$ cat config.mk
export PLATFORM = sky130hd
export DESIGN_NAME = seq_detect_moore_param_flat
export DESIGN_NICKNAME = d
export VERILOG_FILES = /design/src/rtl/seq_detect_moore_param_if.sv /design/src/rtl/seq_detect_moore_param.sv /design/src/flat_wrapper.sv
export SDC_FILE = /design/constraint.sdc
export NUM_CORES = 1
export LEC_CHECK = 0
export ABC_AREA = 1
export CAP_MARGIN = 20
export CORE_MARGIN = 4
export CORE_UTILIZATION = 43
export CTS_CLUSTER_SIZE = 10
export DETAILED_ROUTE_END_ITERATION = 12
export PLACE_DENSITY = 0.8
export SETUP_SLACK_MARGIN = 0.02
export SYNTH_ARGS = -nofsm -noshare
export SYNTH_HDL_FRONTEND = slang
export SYNTH_SLANG_ARGS = --single-unit
export TNS_END_PERCENT = 20
$ cat constraint.sdc
create_clock -name clk -period 1.78 [get_ports clk]
set_input_delay 0.356 -clock clk [delete_from_list [all_inputs] [get_ports clk]]
set_output_delay 0.356 -clock clk [all_outputs]
set_load 0.02 [all_outputs]
$ cat src/rtl/seq_detect_moore_param_if.sv
// Serial pattern-detector bus: stream bits, pattern load and Moore outputs.
// The master drives the stream; the slave (detector) returns match, count and fill.
interface seq_detect_moore_param_if #(
    parameter int PATTERN_W = 4,
    parameter int CNT_W     = 4
);
    localparam int FILL_W = $clog2(PATTERN_W + 1);

    logic                 bit_in;
    logic                 bit_valid;
    logic                 overlap;
    logic [PATTERN_W-1:0] pat_in;
    logic                 pat_load;
    logic                 match;
    logic [CNT_W-1:0]     match_count;
    logic [FILL_W-1:0]    fill;

    modport master (
        output bit_in, bit_valid, overlap, pat_in, pat_load,
        input  match, match_count, fill
    );

    modport slave (
        input  bit_in, bit_valid, overlap, pat_in, pat_load,
        output match, match_count, fill
    );
endinterface

$ cat src/rtl/seq_detect_moore_param.sv
// Moore serial-pattern detector with a loadable pattern and overlap/non-overlap restart.
// Define MATCH_CNT_EN to build the saturating match counter; otherwise match_count is 0.
module seq_detect_moore_param #(
    parameter int                   PATTERN_W   = 4,
    parameter logic [PATTERN_W-1:0] PATTERN_RST = 4'b1011,
    parameter int                   CNT_W       = 4
) (
    input  logic                    clk,
    input  logic                    rst_n,
    seq_detect_moore_param_if.slave bus
);
    localparam int FILL_W = $clog2(PATTERN_W + 1);
    localparam logic [FILL_W-1:0] FILL_FULL = FILL_W'(PATTERN_W);

    logic [PATTERN_W-1:0] hist_q, hist_d;
    logic [PATTERN_W-1:0] pat_q,  pat_d;
    logic [FILL_W-1:0]    fill_q, fill_d;
    logic                 match_q, match_d;

    logic [PATTERN_W-1:0] new_hist;
    logic [FILL_W-1:0]    new_fill;
    logic                 hit;

    // Candidate history after accepting the current bit; fill saturates at full
    always_comb begin
        new_hist = {hist_q[PATTERN_W-2:0], bus.bit_in};
        new_fill = (fill_q == FILL_FULL) ? fill_q : fill_q + 1'b1;
        hit      = (new_fill == FILL_FULL) && (new_hist == pat_q);
    end

    always_comb begin
        hist_d  = hist_q;
        pat_d   = pat_q;
        fill_d  = fill_q;
        match_d = match_q;
        if (bus.pat_load) begin
            pat_d   = bus.pat_in;
            hist_d  = '0;
            fill_d  = '0;
            match_d = 1'b0;
        end else if (bus.bit_valid) begin
            hist_d  = new_hist;
            match_d = hit;
            fill_d  = (hit && !bus.overlap) ? '0 : new_fill;
        end
    end

    always_ff @(posedge clk) begin
        if (!rst_n) begin
            hist_q  <= '0;
            pat_q   <= PATTERN_RST;
            fill_q  <= '0;
            match_q <= 1'b0;
        end else begin
            hist_q  <= hist_d;
            pat_q   <= pat_d;
            fill_q  <= fill_d;
            match_q <= match_d;
        end
    end

    assign bus.match = match_q;
    assign bus.fill  = fill_q;

`ifdef MATCH_CNT_EN
    logic [CNT_W-1:0] count_q, count_d;

    // Counter sticks at all-ones instead of wrapping
    always_comb begin
        count_d = count_q;
        if (bus.pat_load) begin
            count_d = '0;
        end else if (bus.bit_valid && hit && (count_q != {CNT_W{1'b1}})) begin
            count_d = count_q + 1'b1;
        end
    end

    always_ff @(posedge clk) begin
        if (!rst_n) begin
            count_q <= '0;
        end else begin
            count_q <= count_d;
        end
    end

    assign bus.match_count = count_q;
`else
    assign bus.match_count = {CNT_W{1'b0}};
`endif
endmodule
$ cat src/flat_wrapper.sv
// flat-port wrapper written by rule: the top's interface ports become plain ports
module seq_detect_moore_param_flat 
#(
    parameter int                   PATTERN_W   = 4,
    parameter logic [PATTERN_W-1:0] PATTERN_RST = 4'b1011,
    parameter int                   CNT_W       = 4
)
  (clk, rst_n, bus_bit_in, bus_bit_valid, bus_overlap, bus_pat_in, bus_pat_load, bus_match, bus_match_count, bus_fill);
  seq_detect_moore_param_if #(.PATTERN_W(PATTERN_W), .CNT_W(CNT_W)) bus_i ();
  input  logic clk;
  input  logic rst_n;
  input wire logic [$bits(bus_i.bit_in)-1:0] bus_bit_in;
  input wire logic [$bits(bus_i.bit_valid)-1:0] bus_bit_valid;
  input wire logic [$bits(bus_i.overlap)-1:0] bus_overlap;
  input wire logic [$bits(bus_i.pat_in)-1:0] bus_pat_in;
  input wire logic [$bits(bus_i.pat_load)-1:0] bus_pat_load;
  output wire logic [$bits(bus_i.match)-1:0] bus_match;
  output wire logic [$bits(bus_i.match_count)-1:0] bus_match_count;
  output wire logic [$bits(bus_i.fill)-1:0] bus_fill;
  assign bus_i.bit_in = bus_bit_in;
  assign bus_i.bit_valid = bus_bit_valid;
  assign bus_i.overlap = bus_overlap;
  assign bus_i.pat_in = bus_pat_in;
  assign bus_i.pat_load = bus_pat_load;
  assign bus_match = bus_i.match;
  assign bus_match_count = bus_i.match_count;
  assign bus_fill = bus_i.fill;
  seq_detect_moore_param #(.PATTERN_W(PATTERN_W), .PATTERN_RST(PATTERN_RST), .CNT_W(CNT_W)) u_core (.clk(clk), .rst_n(rst_n), .bus(bus_i));
endmodule
==> results.json <==
{
  "grt_overflow_total": 0,
  "dr.pass1.iters": 4,
  "period_share_pct": 93.3,
  "hold_viol": 0,
  "synth_area_um2": 567,
  "power_mw": 0.523,
  "start_kind": "flop",
  "drt_wl_total_um": 1020,
  "cts_setup_buffers": 0,
  "start_util_pct": 48.4,
  "coreArea_mm2": 0.00117,
  "ys_ff_latch": 11,
  "setup_viol": 0,
  "r2r-start": "u_core.bus.fill[0]",
  "ios": 18,
  "fin_worst_skew_ns": 0.00348,
  "grt_usage_pct": 11.5,
  "via_per_inst": 4.68,
  "cts_tree": "yes",
  "drv_cap": 0,
  "crit_slowest_cell": "clkdlybuf4s50_1",
  "min_from": "u_core.pat_q[2]",
  "fillers": 105,
  "synth_cells": 79,
  "clk_pin_slew_ns": 0.07,
  "reg2reg_depth": 8,
  "hold_class": "flop to flop",
  "syn_area_per_cell_um2": 7.17,
  "drive_gt1_share_pct": 7.45,
  "yosysUniqueCellTypes": 17,
  "worstPathCellList": "clkdlybuf4s50_1",
  "min_period_ns": 1.66,
  "drc_errors": 0,
  "cts_made_buffers": 3,
  "path_buf_inv": 1,
  "whs_ns": 0.480,
  "die_x_um": 44.3,
  "final.setup.worst_slack_ns": 0.120,
  "clkSinkCount": 11,
  "clock_path_buffers": 2,
  "fin_nets": 107,
  "antenna_found_initial": 0,
  "drv_slew": 0,
  "cts_resized": 0,
  "holdPathEnd": "u_core.pat_q[2]",
  "ys_seq_area_share_pct": 38.9,
  "ctsHoldBuffers": 0,
  "ant_nets": 0,
  "drt_iter0_markers": 7,
  "worstReg2RegEnd": "u_core.bus.fill[2]",
  "routabilityCongestion": 0.696,
  "route.vias.total": 505,
  "wl_per_cell_um": 9.41,
  "clk_latency_ns": 0.27,
  "crit_family": "buffers and inverters",
  "die-area_mm2": 0.00196,
  "status": "finished, final reports clean",
  "power.density_mw_per_mm2": 728,
  "p_leak_nw": 0.324,
  "root_buffer": "clkbuf_4",
  "worstSetupPathType": "flop to primary output",
  "grt_pass1_wl_um": 1580,
  "cp_max_fo": 5,
  "stdcell_count": 108,
  "htreeDepth": 1,
  "slowest_delay_ns": 0.64,
  "grt_setup_unrepaired": "false",
  "fmax_ghz": 0.602,
  "hold_depth": 2,
  "areaGrowthSynthToFinish_pct": 26.7,
  "placed_cells": 104,
  "grt_max_degree": 14,
  "die_y_um": 44.3,
  "critPathRequiredTime_ns": 1.42,
  "port-buffer-count": 13,
  "cp.arrival_ns": 1.30,
  "rrSetupSlack_ns": 0.40,
  "post-place-ws_ns": 0.266,
  "diodes": 0,
  "placementRows": 12,
  "grt_pass1_vias": 391,
  "endpoint_kind": "primary output",
  "ys.warnings.count": 0,
  "tns_ns": 0,
  "ir_drop_mv": 0.490,
  "dp_hpwl_um": 855
}
-- area by class of cell --
type                       count  area (um2)  area share [%]
sequential                    11         220            30.7
inverter                      12        45.0            6.27
timing repair buffer          13         130            18.1
clock buffer                   3        22.5            3.14
clock inverter                 1        5.00           0.697
multi-input combinational     54         278            38.7
tap                           14        17.5            2.44
-- cell usage in the layout (no fill, tap or decap), drive strengths merged --
cell,instances
o21ai,4
xnor2,3
nor2,9
dfxtp,11
clkbuf,3
clkinv,1
mux2i,1
nand2,17
a211oi,1
nand3,7
conb,4
clkdlybuf4s50,13
o211ai,1
inv,12
ha,2
a21oi,5
-- where the power goes --
| part | switching, mW | internal (mW) | leakage, nW |
|---|---|---|---|
| logic | 0.0460 | 0.0427 | 0.216 |
| registers | 0.00949 | 0.258 | 0.0904 |
| clock network | 0.0837 | 0.0832 | 0.0177 |
| total | 0.139 | 0.384 | 0.324 |
-- worst max-delay path by stage --
stage / endpoint / slack, ns / depth (start not counted) / start
5_1_grt: bus_fill[0] / 0.07 / 1 / u_core.bus.fill[0]
3_3_place_gp: u_core.bus.fill[2] / 0.26 / 7 / bus_bit_in
6_report: bus_fill[0] / 0.12 / 1 / u_core.bus.fill[0]
3_5_place_dp: u_core.bus.fill[2] / 0.27 / 7 / bus_bit_in
4_1_cts: bus_fill[0] / 0.1 / 1 / u_core.bus.fill[0]
2_1_floorplan: u_core.bus.fill[2] / 0.36 / 8 / u_core.bus.fill[0]
-- per-layer routing --
| metal | GRT usage [%] | up-vias | wire length [um] |
|---|---|---|---|
| met4 | 3.61 | 0 | 0 |
| li1 | - | 267 | - |
| met5 | 0 | - | 0 |
| met2 | 17.7 | 17 | 485 |
| met3 | 7.32 | 0 | 89 |
| met1 | 13.0 | 221 | 440 |
-- worst reg2reg max path, delay by kind of cell, from the launching register on --
family,cells,cell delay (ns)
flops,1,0.40
compound gates,1,0.05
simple gates,4,0.38
fa+ha+maj,1,0.29
buf+inv,2,0.15
-- cell families (layout without fill, tap and decap cells) --
family | count (synthesis) | in the layout | share of synthesized area, %
xor gates and xnor gates | 3 | 3 | 4.64
adders and majority gates | 2 | 2 | 4.41
buffers and inverters | 17 | 29 | 14.1
AOI/OAI and AO/OA | 11 | 11 | 11.3
DFF | 11 | 11 | 38.9
other | 1 | 4 | 0.662
muxes | 1 | 1 | 1.77
and+or+nand+nor | 33 | 33 | 24.3
-- per-stage QoR --
| step | cell area [um2] | utilization (%) |
|---|---|---|
| CTS | 718 | 61.3 |
| global route | 718 | 61.3 |
| detailed placement | 691 | 59.0 |
| finish | 718 | 61.3 |
| floorplan | 578 | - |
| global placement | 691 | 59.0 |
-- sequential cells by signal, indices dropped and copies added, names as in the netlist --
name and cells:
u_core.pat_q 4, u_core.bus.match 1, u_core.hist_q 3, u_core.bus.fill 3
-- synth_stat cells, drive strengths merged --
master | number | area [um2]
a211oi | 1 | 7.51
a21oi | 5 | 28.8
buf | 5 | 35.0
conb | 1 | 3.75
dfxtp | 11 | 220
ha | 2 | 25.0
inv | 12 | 45.0
mux2i | 1 | 10.0
nand2 | 17 | 63.8
nand3 | 7 | 35.0
nor2 | 9 | 38.8
o211ai | 1 | 7.51
o21ai | 4 | 20.0
xnor2 | 3 | 26.3
Power figures use the tool's default switching activity.
